File: config.mk
export PLATFORM = sky130hd
export DESIGN_NAME = mac_feeder
export DESIGN_NICKNAME = d
export VERILOG_FILES = /design/src/rtl/mac_feeder.sv
export SDC_FILE = /design/constraint.sdc
export NUM_CORES = 1
export LEC_CHECK = 0
export ABC_CLOCK_PERIOD_IN_PS = 4700
export CAP_MARGIN = 20
export CORE_UTILIZATION = 40
export DETAILED_ROUTE_END_ITERATION = 8
export PLACE_DENSITY = 0.67
export RECOVER_POWER = 100
export SYNTH_ARGS = -nofsm -noshare
export SYNTH_HDL_FRONTEND = slang
export SYNTH_SLANG_ARGS = --single-unit
File: constraint.sdc
create_clock -name clk -period 4.7 [get_ports clk]
set_input_delay 0.705 -clock clk [delete_from_list [all_inputs] [get_ports clk]]
set_output_delay 0.705 -clock clk [all_outputs]
set_load 0.03 [all_outputs]
File: src/rtl/mac_feeder.sv
// Operand-pair buffer and sequencer for an external registered MAC: collects (x, w)
// pairs while idle, then streams them into the MAC and captures the accumulated result.
module mac_feeder #(
    parameter int N     = 8,
    parameter int DEPTH = 8,
    parameter int ACC_W = 32
) (
    input  logic             clk,
    input  logic             rst,
    input  logic             wr_valid,
    input  logic [N-1:0]     wr_x,
    input  logic [N-1:0]     wr_w,
    output logic             wr_ready,
    input  logic             start,
    output logic             busy,
    output logic [N-1:0]     mac_x,
    output logic [N-1:0]     mac_w,
    output logic             mac_clr,
    input  logic [ACC_W-1:0] mac_out,
    output logic             res_valid,
    output logic [ACC_W-1:0] res_data,
    input  logic             res_ready
);

    localparam int AW = $clog2(DEPTH);
    localparam int CW = AW + 1;

    typedef enum logic [2:0] {IDLE, CLEAR, FEED, DRAIN, HOLD} state_t;

    state_t           state_reg;
    logic [2*N-1:0]   mem [DEPTH];
    logic [AW-1:0]    wr_ptr_reg;
    logic [AW-1:0]    rd_ptr_reg;
    logic [CW-1:0]    count_reg;
    logic [N-1:0]     mac_x_reg;
    logic [N-1:0]     mac_w_reg;
    logic             mac_clr_reg;
    logic             res_valid_reg;
    logic [ACC_W-1:0] res_data_reg;
    logic             push;
    logic             pop;

    assign wr_ready  = (state_reg == IDLE) && (count_reg != CW'(DEPTH));
    assign busy      = (state_reg != IDLE);
    assign push      = wr_valid && wr_ready;
    // A pair leaves the buffer on the edge that loads it onto the MAC operand registers.
    assign pop       = ((state_reg == CLEAR) || (state_reg == FEED)) && (count_reg != '0);
    assign mac_x     = mac_x_reg;
    assign mac_w     = mac_w_reg;
    assign mac_clr   = mac_clr_reg;
    assign res_valid = res_valid_reg;
    assign res_data  = res_data_reg;

    always_ff @(posedge clk) begin
        if (push) begin
            mem[wr_ptr_reg] <= {wr_x, wr_w};
        end
    end

    always_ff @(posedge clk) begin
        if (rst) begin
            state_reg     <= IDLE;
            wr_ptr_reg    <= '0;
            rd_ptr_reg    <= '0;
            count_reg     <= '0;
            mac_x_reg     <= '0;
            mac_w_reg     <= '0;
            // Clear the external accumulator so no partial sum survives a mid-run reset.
            mac_clr_reg   <= 1'b1;
            res_valid_reg <= 1'b0;
            res_data_reg  <= '0;
        end else begin
            mac_clr_reg <= 1'b0;

            if (push) begin
                wr_ptr_reg <= wr_ptr_reg + AW'(1);
                count_reg  <= count_reg + CW'(1);
            end else if (pop) begin
                rd_ptr_reg <= rd_ptr_reg + AW'(1);
                count_reg  <= count_reg - CW'(1);
            end

            case (state_reg)
                IDLE: begin
                    if (start) begin
                        state_reg   <= CLEAR;
                        mac_clr_reg <= 1'b1;
                    end
                end
                CLEAR, FEED: begin
                    if (pop) begin
                        {mac_x_reg, mac_w_reg} <= mem[rd_ptr_reg];
                        state_reg              <= FEED;
                    end else begin
                        mac_x_reg <= '0;
                        mac_w_reg <= '0;
                        state_reg <= DRAIN;
                    end
                end
                DRAIN: begin
                    res_data_reg  <= mac_out;
                    res_valid_reg <= 1'b1;
                    state_reg     <= HOLD;
                end
                HOLD: begin
                    if (res_ready) begin
                        res_valid_reg <= 1'b0;
                        state_reg     <= IDLE;
                    end
                end
                default: state_reg <= IDLE;
            endcase
        end
    end

endmodule

# Word level (Yosys, flattened, before mapping)

Memory sizes are Yosys's and may differ from the RTL's. A register that Yosys moved wholly into a read port is not among the register bits.
Cells that the tools add are included.

Register bits: 63
RAM bits: 128
Output and inout port bits: 52
Word-level logic and storage cells: 51
Memories kept: 1
Latch bits: 0
Memory bits (read-only): 0
Input bits: 53

Memory list:

| name | words | width | rd ports | clocked after Yosys merged registers in | wr ports | RTL line | text |
|---|---|---|---|---|---|---|---|
| mem  | 8     | 16    | 1        | 1                                       | 1        | 31       | `logic [2*N-1:0] mem [DEPTH];` |

Muxes and demuxes: 16
Div/mod/pow operators: 0
$add $sub $neg: 4
Eq/ne operators: 7
Shift operators: 0
Multiply operators: 0
Order comparisons: 0
Reduce and logical (&&, ||, !) cells: 13
Bitwise logic cells: 1

Operators by type and width:

| kind                                                               | count |
|---|---|
| 8-bit two-way mux                                                  | 2 |
| 3-bit two-way mux                                                  | 4 |
| 3-bit one-hot mux with 4 select lines                              | 1 |
| 4-bit two-way mux                                                  | 2 |
| 3-bit by 1-bit adder with 3-bit output, second input constant      | 2 |
| 3-bit by 2-bit == test with 1-bit output, second input constant    | 2 |
| 1-bit two-way mux                                                  | 6 |
| 2-bit AND reduction                                                | 3 |
| 4-bit by 1-bit adder with 4-bit output, second input constant      | 1 |
| 2-bit inequality test, second input constant                       | 2 |
| 4-bit inequality test, second input constant                       | 1 |
| 2-bit nonzero test                                                 | 2 |
| 4-bit nonzero test                                                 | 1 |
| 4-bit by 1-bit subtractor with 4-bit output, second input constant | 1 |
| 3-bit by 1-bit == test with 1-bit output, second input constant    | 1 |
| 3-bit == test, second input constant                               | 1 |
| 1-bit logical AND                                                  | 3 |
| 3-bit zero test                                                    | 1 |
| 3-bit nonzero test                                                 | 1 |
| 1-bit one-hot mux with 2 select lines                              | 1 |
| 2-bit OR reduction                                                 | 1 |
| 1-bit logical OR                                                   | 1 |
| 1-bit NOT                                                          | 1 |

# Longest topological paths before layout

Depth after elaboration: 7
Depth in mapped cells: 8
Mapped depth without buffers: 8

# Worst setup path after synthesis

Ideal clock, no wire load.

Path type: input port to flip-flop
Start: in wr_valid
End: mem mem[0][0] (netlist bit) (enable)
Stages on the path: 4
Path buffers: 0
Setup slack: 1.276 ns
Library setup time: 0.430 ns
Arrival: 2.993 ns
Cell sequence: or4b_4 -> nor2_8 -> inv_2 -> nor4_1

Cells in the longest elaborated chain, start to end: 3

Ends and longest elaborated chain:

| item                                    | RTL line | text |
|---|---|---|
| start: declaration                      | 10       | `input logic wr_valid,` |
| 1-bit logical AND                       | 45       | `assign push = wr_valid && wr_ready;` |
| 1-bit two-way mux                       | 55       | `if (push) begin` |
| 1-bit two-way mux (implied by the code) | 56       | `mem[wr_ptr_reg] <= {wr_x, wr_w};` |
| end: declaration                        | 31       |  |

Every way passes these cells.

# Worst setup path in the final report

Start: in wr_valid
End: mem mem[1][6] (netlist bit) (enable)

Same word-level chain as after synthesis.

==> results.yml <==
clocking:
  cts_max_level: 4
  cts.hold.buffers_added: 0
  cts_sinks: 194
  cts_tree: "yes"
  clk-insertion-delay-late_ns: 0.43
  postCtsSetupRepairBufs: 0
  clk_pin_slew_ns: 0.06
  numCtsBuffers: 17
  cts-root-buf: "clkbuf_16"
  clockBufferDepth: 2
  cts-resized-gates: 0
yosys:
  yosys.area.top_type_share: 0.531
  synth_cells: 456
  async_flop_share: 0
  ys_seq_area_frac: 0.713
  synth_area_per_cell_um2: 15.9
  synth_edf_count: 128
  synth_cell_type_count: 35
  synth.most_common_cell: "edfxtp_1"
  synth_commonest_cells: "edfxtp_1 (128), nand2_1 (71), dfxtp_1 (66), a21oi_1 (37), mux4_2 (32)"
  syn_nets: 514
  netlist_area_um2: 7240
  synth_ff_type: "edfxtp_1"
  yosysWarnings: 0
  synth_seq_cells: 194
  synth.area.top_cells: "edfxtp_1 (53%), dfxtp_1 (18%), mux4_2 (9.9%)"
  synth_top_cell_by_area: "edfxtp_1"
grt:
  overflow: 0
  grt_use_total: 0.166
  grt_max_degree: 53
  grt_pass1_wl_mm: 22.6
  antenna_found_initial: 1
  grt_pass1_vias: 4308
pwr:
  p_switching_w: 0.00126
  p_int_w: 0.00330
  powerDensity_nw_per_um2: 499
  p_leak_nw: 3.08
  clkPwrFrac: 0.317
  power_frac_seq: 0.464
  pwr-share-comb: 0.218
  switching_share: 0.276
  ir_worst_vdd_mv: 0.300
routing:
  vias_per_cell: 5.14
  drt-met1-wl_mm: 6.04
  wl_met2_mm: 6.84
  wire_per_inst_um: 17.6
  routed_wl_mm: 14.1
  drc: 0
  dr_total_vias: 4132
  top_layer_used: "met5"
  dr.pass1.iters: 4
  drtIter0Drc: 213
  ant_nets: 0
  dr_wl_met3_mm: 1.11
sta:
  relSlewSlack: -0.512
  finalSetupTns_ns: 0
  worstMarginPinSlew_ns: 2.27
  max_freq_mhz: 302
  fin_skew_ns: 0.0102
  setup_viol: 0
  maxSlewViolCount: 53
  finalCriticalPeriod_ns: 3.31
  rsz0062_at_grt: "false"
  hold_violations: 0
  period_share: 0.704
worst_setup_path:
  path_cells: "dlygate4sd3_1 > or4b_1 > nor2_1 > nand2_1 > nor3_2"
  cp-end-kind: "flop"
  critPathKind: "in2reg"
  critical_path.slowest_cell: "nor3_2"
  cp.arrival_ns: 3.33
  crit_family: "simple AND/OR/NAND/NOR gates"
  cpPeakStageDelay_ns: 1.10
  worstPathRequired_ns: 4.73
  start_kind: "primary input"
  worstPathMaxFanout: 16
  cp_num_buf_inv: 1
floorplan:
  die_area_um2: 18700
  initial_core_util: 0.415
  ios: 105
  die_h_um: 137
  core_area_um2: 17500
  die_w_um: 137
  rows: 48
final_layout:
  diodes: 0
  utilization: 0.522
  area_growth_pct: 25.9
  multi_input_area_um2: 1970
  post-route-cell-area_um2: 9120
  final_layout_size_suffix_gt1_frac: 0.150
  largest_register_ffs: 128
  fill_cells: 1427
  ff_latch_area_um2: 5170
  nets: 624
run:
  drv_cap: 1
placed_design:
  dp_hpwl_mm: 8.97
  portBuffers: 104
  finalWeightedCongestion: 0.701
  place_area_um2: 8600
min_path:
  hp-class: "reg2reg"
run_status:
  failed_checks: "max-capacitance violations, max-slew violations"
  status: "finished with violations"
kinds of logic (layout without fill, tap and decap cells):
| logic type | Yosys count | count (layout) | share of synthesized area |
|---|---|---|---|
| compound gates | 61 | 61 | 0.0547 |
| mux | 51 | 51 | 0.128 |
| xor+xnor | 7 | 7 | 0.00846 |
| fa+ha+maj | 5 | 5 | 0.00967 |
| flops | 194 | 194 | 0.713 |
| buf+inv | 27 | 150 | 0.0149 |
| simple gates | 111 | 111 | 0.0708 |
layout by cell type (no fill, tap or decap), types with 2 or more instances in the layout:
master             n
a211oi_1           3
a21o_1             2
a21oi_1           37
a22o_1            16
bufinv_16          3
clkbuf_1          15
clkbuf_16         17
clkdlybuf4s50_1   34
clkinv_2           2
dfxtp_1           64
dfxtp_2            2
dlygate4sd3_1     69
edfxtp_1         128
ha_1               4
inv_1              2
inv_6              2
mux2_2            16
mux2i_1            3
mux4_2            32
nand2_1           71
nand2b_1           3
nor2_1            17
nor3_1             7
xnor2_1            7
layer usage:
metal | track usage | up-vias
met5 | 0 | -
met4 | 0.0481 | 2
met3 | 0.0674 | 13
met2 | 0.273 | 142
met1 | 0.200 | 2031
li1 | - | 1944
worst min-delay path: stages (launching register included):
cell	delay [ns]
dfxtp_1	0.31
nand2_1	0.05
a21oi_1	0.05
layout make-up:
| cell class | count | share of cell area |
|---|---|---|
| sequential | 194 | 0.567 |
| clock inverter | 9 | 0.0147 |
| inverter | 2 | 0.000823 |
| multi-input combinational | 235 | 0.216 |
| clock buffer | 23 | 0.0502 |
| tap | 225 | 0.0309 |
| timing repair buffer | 116 | 0.121 |
power by group through the flow:
stage               clock, W  sequential (W)  combinational [W]
global route         0.00155         0.00214            0.00108
floorplan                  0         0.00225           0.000570
CTS                  0.00148         0.00212            0.00106
global placement           0         0.00215            0.00103
finish               0.00144         0.00211           0.000994
detailed placement         0         0.00216            0.00106
worst paths after layout:
path	start	end	slack, ns	cells after the start
max	wr_valid	mem[1][6]	1.39	5
min	res_data[5]	res_data[5]	0.45	2
max reg2reg	state_reg[2]	mem[1][6]	1.59	4
min reg2reg	res_data[5]	res_data[5]	0.45	2
metrics by stage:
step           setup WS, ns  instances  hold slack [ns]  power [W]
3_5_place_dp           1.53        771            0.451    0.00321
6_report               1.39        804            0.452    0.00455
4_1_cts                1.68        803            0.457    0.00466
5_1_grt                1.16        804            0.470    0.00478
2_1_floorplan          1.28        456            0.490    0.00282
3_3_place_gp           1.57        770            0.442    0.00318
No activity file was read; power rests on OpenSTA's default activity.
